==> src/rtl/global_types.sv <==
// Shared stream types and Ethernet constants used by the packet-processing blocks.
package global_types;

  localparam int W   = 32;
  localparam int B   = 8;
  localparam int BpW = W / B;

  localparam logic [15:0] IPV4_ETHERTYPE  = 16'h0800;
  localparam logic [15:0] VLAN_ETHERTYPE  = 16'h8100;
  localparam logic [15:0] QINQ_ETHERTYPE  = 16'h88A8;
  localparam logic [15:0] VLAN2_ETHERTYPE = 16'h9100;

  typedef struct packed {
    logic         valid;
    logic         sop;
    logic         eop;
    logic [1:0]   empty;
    logic         error;
    logic [W-1:0] data;
  } avln_st;

  typedef enum logic [1:0] {
    ST_IDLE = 2'd0,
    ST_ETH  = 2'd1,
    ST_IP   = 2'd2,
    ST_PASS = 2'd3
  } embed_state_e;

  function automatic logic is_vlan_type(input logic [15:0] etype);
    return (etype == VLAN_ETHERTYPE) || (etype == QINQ_ETHERTYPE) ||
           (etype == VLAN2_ETHERTYPE);
  endfunction

endpackage

==> src/rtl/ip_id_embed_if.sv <==
// Avalon-ST packet stream bundle; the producer uses master, the consumer slave.
interface ip_id_embed_if;
  import global_types::*;

  avln_st pkt;

  modport master (output pkt);
  modport slave  (input  pkt);

endinterface

==> src/rtl/ip_id_embed_ones_comp_add16.sv <==
// 16-bit ones-complement adder with end-around carry, as used by the IP checksum.
module ones_comp_add16 (
  input  logic [15:0] a,
  input  logic [15:0] b,
  output logic [15:0] sum
);

  logic [16:0] raw_s;

  assign raw_s = {1'b0, a} + {1'b0, b};
  // A carry folded back in can never carry again: max raw is 0x1FFFE.
  assign sum   = raw_s[15:0] + {15'd0, raw_s[16]};

endmodule

==> src/rtl/ip_id_embed.sv <==
// Egress IPv4 Identification rewriter: substitutes message symbols into the IP ID
// and patches the header checksum incrementally, with one cycle of stream latency.
module ip_id_embed
  import global_types::*;
#(
  parameter int MAX_VLAN_TAGS = 2,
  parameter int CTR_W         = 32
) (
  input  logic             sys_clk,
  input  logic             reset_n,
  ip_id_embed_if.slave     in,
  ip_id_embed_if.master    out,
  input  logic             enable,
  input  logic [15:0]      msg_data,
  input  logic             msg_valid,
  output logic             msg_ready,
  output logic [CTR_W-1:0] embed_count
);

  embed_state_e     state_r;
  logic [7:0]       word_cnt_r;
  logic [7:0]       eth_idx_r;
  logic [7:0]       tag_cnt_r;
  logic [1:0]       ip_idx_r;
  logic             pending_r;
  logic [15:0]      old_id_r;
  logic [15:0]      new_id_r;
  avln_st           out_r;
  logic [CTR_W-1:0] embed_count_r;

  avln_st      in_s;
  avln_st      word_s;
  logic        id_hit_s;
  logic        csum_hit_s;
  logic [15:0] csum_part_s;
  logic [15:0] csum_sum_s;
  logic [15:0] csum_new_s;

  assign in_s = in.pkt;

  // ~csum_old + ~old_id + new_id, then complemented back into the header.
  ones_comp_add16 u_add_old (
    .a   (~in_s.data[15:0]),
    .b   (~old_id_r),
    .sum (csum_part_s)
  );

  ones_comp_add16 u_add_new (
    .a   (csum_part_s),
    .b   (new_id_r),
    .sum (csum_sum_s)
  );

  assign csum_new_s = ~csum_sum_s;

  // Decide whether the current input word is the ID or checksum word to patch.
  always_comb begin
    id_hit_s   = in_s.valid && !in_s.sop && (state_r == ST_IP) &&
                 (ip_idx_r == 2'd1) && enable && msg_valid;
    csum_hit_s = in_s.valid && !in_s.sop && (state_r == ST_IP) &&
                 (ip_idx_r == 2'd2) && pending_r;
    word_s     = in_s;
    if (id_hit_s) begin
      word_s.data[31:16] = msg_data;
    end else if (csum_hit_s) begin
      word_s.data[15:0] = csum_new_s;
    end else begin
      word_s = in_s;
    end
  end

  assign msg_ready   = id_hit_s;
  assign out.pkt     = out_r;
  assign embed_count = embed_count_r;

  // Header-walk FSM, output stage and statistics counter.
  always_ff @(posedge sys_clk or negedge reset_n) begin
    if (!reset_n) begin
      state_r       <= ST_IDLE;
      word_cnt_r    <= 8'd0;
      eth_idx_r     <= 8'd3;
      tag_cnt_r     <= 8'd0;
      ip_idx_r      <= 2'd0;
      pending_r     <= 1'b0;
      old_id_r      <= 16'd0;
      new_id_r      <= 16'd0;
      out_r         <= '0;
      embed_count_r <= {CTR_W{1'b0}};
    end else begin
      out_r <= word_s;
      if (csum_hit_s) begin
        embed_count_r <= embed_count_r + CTR_W'(1);
      end
      if (in_s.valid) begin
        if (in_s.sop) begin
          // A sop always restarts the walk, whatever was in progress.
          word_cnt_r <= 8'd1;
          eth_idx_r  <= 8'd3;
          tag_cnt_r  <= 8'd0;
          ip_idx_r   <= 2'd0;
          pending_r  <= 1'b0;
          state_r    <= in_s.eop ? ST_IDLE : ST_ETH;
        end else begin
          case (state_r)
            ST_IDLE: begin
              state_r <= ST_IDLE;
            end
            ST_ETH: begin
              if (in_s.eop) begin
                state_r <= ST_IDLE;
              end else if (word_cnt_r == eth_idx_r) begin
                if (in_s.data[15:0] == IPV4_ETHERTYPE) begin
                  state_r  <= ST_IP;
                  ip_idx_r <= 2'd0;
                end else if (is_vlan_type(in_s.data[15:0]) &&
                             (tag_cnt_r < 8'(MAX_VLAN_TAGS))) begin
                  tag_cnt_r  <= tag_cnt_r + 8'd1;
                  eth_idx_r  <= eth_idx_r + 8'd1;
                  word_cnt_r <= word_cnt_r + 8'd1;
                end else begin
                  state_r <= ST_PASS;
                end
              end else begin
                word_cnt_r <= word_cnt_r + 8'd1;
              end
            end
            ST_IP: begin
              if (in_s.eop) begin
                state_r   <= ST_IDLE;
                pending_r <= 1'b0;
              end else if (ip_idx_r == 2'd1) begin
                pending_r <= id_hit_s;
                ip_idx_r  <= 2'd2;
                if (id_hit_s) begin
                  old_id_r <= in_s.data[31:16];
                  new_id_r <= msg_data;
                end else begin
                  old_id_r <= old_id_r;
                end
              end else if (ip_idx_r == 2'd2) begin
                state_r   <= ST_PASS;
                pending_r <= 1'b0;
              end else begin
                ip_idx_r <= ip_idx_r + 2'd1;
              end
            end
            ST_PASS: begin
              if (in_s.eop) begin
                state_r <= ST_IDLE;
              end else begin
                state_r <= ST_PASS;
              end
            end
            default: begin
              state_r <= ST_IDLE;
            end
          endcase
        end
      end
    end
  end

endmodule

==> src/flat_wrapper.sv <==
// flat-port wrapper written by rule: the top's interface ports become plain ports
module ip_id_embed_flat import global_types::*;
#(
  parameter int MAX_VLAN_TAGS = 2,
  parameter int CTR_W         = 32
)
  (sys_clk, reset_n, enable, msg_data, msg_valid, msg_ready, embed_count, in_pkt, out_pkt);
  ip_id_embed_if in_i ();
  ip_id_embed_if out_i ();
  input  logic sys_clk;
  input  logic reset_n;
  input  logic enable;
  input  logic [15:0] msg_data;
  input  logic msg_valid;
  output logic msg_ready;
  output logic [CTR_W-1:0] embed_count;
  input wire logic [$bits(in_i.pkt)-1:0] in_pkt;
  output wire logic [$bits(out_i.pkt)-1:0] out_pkt;
  assign in_i.pkt = in_pkt;
  assign out_pkt = out_i.pkt;
  ip_id_embed #(.MAX_VLAN_TAGS(MAX_VLAN_TAGS), .CTR_W(CTR_W)) u_core (.sys_clk(sys_clk), .reset_n(reset_n), .in(in_i), .out(out_i), .enable(enable), .msg_data(msg_data), .msg_valid(msg_valid), .msg_ready(msg_ready), .embed_count(embed_count));
endmodule
==> config.mk <==
export PLATFORM = sky130hd
export DESIGN_NAME = ip_id_embed_flat
export DESIGN_NICKNAME = d
export VERILOG_FILES = /design/src/rtl/global_types.sv /design/src/rtl/ip_id_embed_if.sv /design/src/rtl/ip_id_embed_ones_comp_add16.sv /design/src/rtl/ip_id_embed.sv /design/src/flat_wrapper.sv
export SDC_FILE = /design/constraint.sdc
export NUM_CORES = 1
export LEC_CHECK = 0
export ABC_AREA = 1
export CAP_MARGIN = 15
export CORE_AREA = 2 2 135 137
export CTS_CLUSTER_SIZE = 30
export DETAILED_ROUTE_END_ITERATION = 10
export DIE_AREA = 0 0 137 139
export PLACE_DENSITY = 0.76
export REMOVE_ABC_BUFFERS = 1
export SYNTH_ARGS = -nofsm -noshare
export SYNTH_HDL_FRONTEND = slang
export SYNTH_SLANG_ARGS = --single-unit
==> constraint.sdc <==
create_clock -name sys_clk -period 4.9 [get_ports sys_clk]
set_input_delay 0.98 -clock sys_clk [delete_from_list [all_inputs] [get_ports sys_clk]]
set_output_delay 0.98 -clock sys_clk [all_outputs]
set_load 0.05 [all_outputs]
==> results of run 1 <==
[worst paths after layout]
| check | from | to | slack (ps) | depth (start not counted) |
|---|---|---|---|---|
| setup reg to reg | u_core.old_id_r[0] | u_core.out.pkt[15] | -290 | 46 |
| min in group asynchronous | reset_n | u_core.out.pkt[13] | 650 | 1 |
| hold reg to reg | u_core.old_id_r[13] | u_core.old_id_r[13] | 480 | 2 |
| setup / recovery | in_pkt[0] | u_core.out.pkt[15] | -490 | 47 |
| max in group asynchronous | reset_n | u_core.out.pkt[29] | 3360 | 2 |
| hold / removal | u_core.old_id_r[13] | u_core.old_id_r[13] | 480 | 2 |
[metrics by stage]
stage	worst slack, ps	instance area [um^2]	hold slack [ps]
3_3_place_gp	-1370	11300	456
2_1_floorplan	-1020	8530	453
6_report	-488	12500	482
3_5_place_dp	-1600	11300	473
4_1_cts	-520	12300	490
5_1_grt	-762	12500	503
[kinds of logic after synthesis]
group | synth area share, %
buffers and inverters | 9.07
AND/OR/NAND/NOR | 28.5
XOR/XNOR | 7.30
multiplexers | 2.22
flip-flops | 38.1
adder cells (fa/ha/maj) | 6.72
AO/OA/AOI/OAI | 8.08
[registers in the layout, summed over array words and instances, names as in the netlist]
| name | cells |
|---|---|
| u_core.embed_count | 32 |
| u_core.old_id_r | 16 |
| u_core.pending_r | 1 |
| u_core.state_r | 2 |
| u_core.tag_cnt_r | 8 |
| u_core.eth_idx_r | 8 |
| u_core.ip_idx_r | 2 |
| u_core.new_id_r | 16 |
| u_core.word_cnt_r | 8 |
| u_core.out.pkt | 38 |
[routing by layer]
metal	vias up	part of all wire [%]	global-route usage [%]
li1	4231	-	-
met1	3999	42	33.6
met2	288	49	44.4
met3	72	5.7	5.08
met4	0	3.7	12.0
met5	-	0	0
[worst min-delay path, stage by stage (launching register included)]
cell and delay [ps]:
dfrtp_1 340, nand2_1 50, o21ai_0 60
[area by class of cell]
class	instances	share of cell area (%)
Clock inverter	13	0.821
Multi-Input combinational cell	793	39.8
Sequential cell	131	26.3
Antenna cell	1	0.0200
Tap cell	229	2.29
Clock buffer	19	3.55
Timing Repair Buffer	316	21.6
Inverter	188	5.69
[where the power goes]
group | switching, mW | internal, mW
sequential | 0.0672 | 1.16
combinational | 0.462 | 0.363
clock | 0.518 | 0.668
[timing repair]
action	in CTS	in global routing
gates resized for setup	87	46
setup endpoints to repair	16	16
setup buffers	24	10
pin swaps	37	26
[cells in the final DEF, fill, tap and decap left out, types with 3 or more instances in the layout]
| cell | instances |
|---|---|
| nor2_4 | 15 |
| inv_2 | 17 |
| nor2_1 | 72 |
| xor2_1 | 40 |
| dlygate4sd2_1 | 11 |
| nand2_4 | 4 |
| clkinv_2 | 3 |
| a21oi_2 | 7 |
| ha_4 | 12 |
| ha_1 | 27 |
| clkdlybuf4s50_1 | 113 |
| nor4_1 | 5 |
| nand3_1 | 59 |
| nor3_1 | 16 |
| nand3b_1 | 7 |
| inv_6 | 4 |
| clkinv_4 | 3 |
| ha_2 | 4 |
| buf_6 | 4 |
| a21oi_1 | 32 |
| inv_1 | 169 |
| nand2_2 | 28 |
| nor2_2 | 7 |
| o21ai_1 | 7 |
| mux2_2 | 17 |
| dfrtp_1 | 129 |
| buf_4 | 185 |
| clkbuf_16 | 17 |
| nand3_2 | 11 |
| nand3_4 | 3 |
| xnor2_1 | 21 |
| o21ai_0 | 57 |
| nand2_1 | 273 |
| nand4_1 | 27 |
| xor2_2 | 5 |
| o31ai_1 | 7 |
==> results_dict.tcl, run 1 <==
set metrics [dict create \
    status "complete, but fails checks" \
    violations "negative setup slack" \
    routed-via-count 8590 \
    multiInputGateArea_um2 4970 \
    fin_crit_sh_pct 110 \
    fin_ws_ps -488 \
    die_w_um 137 \
    die_area_um2 19000 \
    critPathRequiredTime_ps 5190 \
    synth_edf_count 0 \
    slowest_delay_ps 360 \
    leakage_nw 6.27 \
    ys.flop_type "dfrtp_1" \
    synth_cell_types 45 \
    grt_max_degree 107 \
    antenna_found_initial 1 \
    startpoint_type "input port" \
    hold_violations 0 \
    cts_buffers 17 \
    place_congestion 0.943 \
    fin_nets 1550 \
    report.final.slew_viol_count 0 \
    worstPathArrival_ps 5680 \
    wirelength_mm 25.5 \
    grt_overflow 0 \
    cts_buffer_depth 2 \
    cp_top_family "simple AND/OR/NAND/NOR gates" \
    grt_setup_unrepaired "yes" \
    synth_top_area_share_pct 37.5 \
    crit_buf_inv 16 \
    finClkSkew_ps 13.1 \
    synth_area_um2 8610 \
    grt_pass1_wl_mm 40.0 \
    avgSynthCellArea_um2 7.62 \
    core_area_um2 17700 \
    finalSetupViolations 15 \
    finalPower_mw 3.24 \
    start_util_pct 48.8 \
    cts_hold_buf 0 \
    fill_cells 1358 \
    fin_cells 1690 \
    async_reset_ff_share_pct 100 \
    fmax_mhz 186 \
    ys_top_cells_by_count "nand2_1 (295), inv_1 (183), dfrtp_1 (129)" \
    drv_cap 0 \
    drt_iter0_drc 429 \
    critPathSlowestCell "fa_2" \
    insertion_delay_ps 430 \
    drcViolationCount 0 \
    cts-htree-levels 4 \
    netlist_instances 1129 \
    area_growth_pct 45.1 \
    track_usage_pct 26.8 \
    path_class "input port to register" \
    die_h_um 139 \
    seqCellArea_um2 3280 \
    synth_most_common_cell "nand2_1" \
    ios 129 \
    synthTopCellsByArea "dfrtp_1 (38%), nand2_1 (13%), inv_1 (8.0%), ha_1 (6.3%), xor2_1 (4.3%)" \
    grt_pass1_vias 8403 \
    ant_nets 0 \
    yosysSeqAreaShare_pct 38.1 \
    synth-seq-cells 131 \
    vdd_drop_max_mv 0.251 \
    io_buffers 128 \
    yosys.area.top_type "dfrtp_1" \
    hold_class "register to register" \
    cts-root-buf "clkbuf_16" \
    path_clk_slew_ps 70 \
    cts_tree "yes" \
    worstPathMaxFanout 3 \
    routed_via_density 5.08 \
    powerDensity_nw_per_um2 259 \
    fin_tns_setup_ps -4600 \
    numPlacedInstances 1626 \
    period_minus_slack_ps 5390 \
    dpl.hpwl_mm 18.6 \
    num_rows 49 \
    drive_above_1_share_pct 25.7 \
    slew_headroom_pct 35.4 \
    tightest_slew_ps 968 \
    endpoint_kind "register" \
    wire_per_inst_um 15.1 \
    final_util_pct 70.7 \
    first_pass_iters 6 \
    yosysWarningCount 0 \
    cts.sinks 131 \
]
Note: power is estimated with default switching activity, not from simulation.
==> inputs of run 2 (changes only) <==
Settings changed: CORE_AREA 2 2 135 137 to 2 2 129 131, DIE_AREA 0 0 137 139 to 0 0 131 133, PLACE_DENSITY 0.76 to 0.79.
Clock period 4.9 ns to 5.76 ns, I/O delays scaled along.
==> run 2 against run 1 <==
  * The run now ends clean
  * Final cell count shrank 2.1%
  * Via count is essentially flat
  * First-iteration DRC count grew 43%
  * Clock power shrank 12%
  * Die area shrank 8.5%
  * Combinational power shrank 18%
  * Clock skew grew 1.1 ps
  * Sequential power shrank 15%
  * Power shrank 14%
  * Non-clock buffer count shrank 26
  * Clock-buffer cell count shrank 2
  * Largest cell class unchanged
==> results_dict.tcl, run 2 (synthesis results as in run 1) <==
set metrics [dict create \
    status "complete, no violations" \
    endpoint_kind "register" \
    grt_pass1_wl_mm 39.9 \
    crit_buf_inv 18 \
    largest_reg_flops 38 \
    fin_crit_sh_pct 98.4 \
    period_minus_slack_ps 5670 \
    cts_tree "yes" \
    seqCellArea_um2 3280 \
    die_area_um2 17400 \
    routed.top_layer "met4" \
    seq_power_share_pct 37.7 \
    cp_top_family "buffers and inverters" \
    drcViolationCount 0 \
    leakage_nw 6.16 \
    first_pass_iters 5 \
    cts-root-buf "clkbuf_16" \
    grt_max_degree 85 \
    final_common_cell "nand2_1" \
    wire_per_inst_um 15.3 \
    report.final.slew_viol_count 0 \
    place_area_um2 11100 \
    routed-via-count 8582 \
    dpl.hpwl_mm 18.6 \
    io_buffers 128 \
    met1Wirelength_mm 10.8 \
    insertion_delay_ps 430 \
    drive_above_1_share_pct 24.3 \
    track_usage_pct 29.4 \
    grt_pass1_vias 8203 \
    worstPathMaxFanout 3 \
    n_antenna_cell 0 \
    hold_violations 0 \
    slew_headroom_pct 50.4 \
    grt_setup_unrepaired "yes" \
    p_switching_mw 0.921 \
    fin_cells 1654 \
    path_clk_slew_ps 60 \
    die_w_um 131 \
    place_congestion 0.953 \
    routed_via_density 5.19 \
    finalSetupViolations 0 \
    cts-htree-levels 4 \
    ios 129 \
    sw_frac_of_total_pct 33.3 \
    finClkSkew_ps 14.1 \
    final_area_um2 12300 \
    antenna_found_initial 0 \
    fmax_mhz 177 \
    fin_tns_setup_ps 0 \
    powerDensity_nw_per_um2 225 \
    cts_buffer_depth 2 \
    clockPowerShare_pct 38.0 \
    finalPower_mw 2.77 \
    hold_class "register to register" \
    p_comb_share_pct 24.4 \
    vdd_drop_max_mv 0.216 \
    fill_cells 1126 \
    die_h_um 133 \
    multiInputGateArea_um2 4970 \
    numPlacedInstances 1589 \
    critPathSlowestCell "o31ai_1" \
    startpoint_type "input port" \
    wirelength_mm 25.3 \
    ant_nets 0 \
    fin_nets 1524 \
    worstPathArrival_ps 5980 \
    grt_overflow 0 \
    drt_iter0_drc 612 \
    start_util_pct 53.2 \
    p_int_mw 1.85 \
    critPathRequiredTime_ps 6070 \
    drv_cap 0 \
    core_area_um2 16200 \
    area_growth_pct 42.7 \
    cpMostUsedCell "buf_4" \
    cts.sinks 131 \
    slowest_delay_ps 290 \
    path_class "input port to register" \
    tightest_slew_ps 744 \
    route.met2.wl_mm 12.4 \
    num_rows 47 \
    routed-wl-met3_mm 1.46 \
    cts_buffers 17 \
    layout_common_cells "nand2_1 (279), inv_1 (168), buf_4 (162), dfrtp_1 (129), clkdlybuf4s50_1 (113)" \
]
-- run 2: cell types whose count changed in the layout (fill, tap and decap cells not counted), sizes merged --
cell | before | now
clkinv | 6 | 4
dlymetal6s2s | 0 | 2
clkbuf | 20 | 21
dlygate4sd2 | 11 | 4
inv | 193 | 196
buf | 190 | 164
diode | 1 | 0
clkinvlp | 2 | 3
clkdlybuf4s15 | 1 | 3
-- run 2: metal layers --
| metal | vias up | global-route usage, % |
|---|---|---|
| li1 | 4169 | - |
| met1 | 4041 | 38.8 |
| met2 | 321 | 48.1 |
| met3 | 51 | 5.14 |
| met4 | 0 | 11.1 |
| met5 | - | 0 |
-- run 2: area by class of cell --
type	instances	area share, %
inverters	188	5.77
clock inverters	15	1.15
repair buffers	290	20.2
multi-input cells	793	40.5
flip-flops and latches	131	26.7
well taps	220	2.24
clock buffers	17	3.46
-- run 2: worst paths after layout --
kind,startpoint,endpoint,slack (ps),cells past startpoint
max in group asynchronous,reset_n,u_core.embed_count[0],3870,2
worst min register to register,u_core.embed_count[31],u_core.embed_count[31],470,1
worst min-delay path,u_core.embed_count[31],u_core.embed_count[31],470,1
min in group asynchronous,reset_n,u_core.out.pkt[32],770,1
worst max register to register,u_core.old_id_r[0],u_core.out.pkt[7],570,42
worst max-delay path,in_pkt[6],u_core.out.pkt[7],90,39
-- run 2: stage by stage --
step | worst slack (ps) | hold WS (ps) | utilization [%]
after floorplan | -335 | 453 | -
after global placement | -722 | 460 | 68.4
after detailed placement | -971 | 471 | 68.4
after CTS | 14.4 | 480 | 74.7
after global routing | -176 | 497 | 76.0
final | 94.3 | 472 | 76.0
-- run 2: power groups by stage --
stage / logic (mW) / clock network (mW) / registers, mW
floorplan: 0.311 / 0 / 1.09
global placement: 0.597 / 0 / 1.05
detailed placement: 0.611 / 0 / 1.06
CTS: 0.646 / 1.06 / 1.04
global route: 0.745 / 1.11 / 1.05
finish: 0.674 / 1.05 / 1.04
-- run 2: timing repair --
item	CTS	global route
gates cloned	0	0
pin swaps	26	34
resized for setup	75	52
setup buffers	28	5
hold buffers	0	0
setup endpoints to repair	13	14
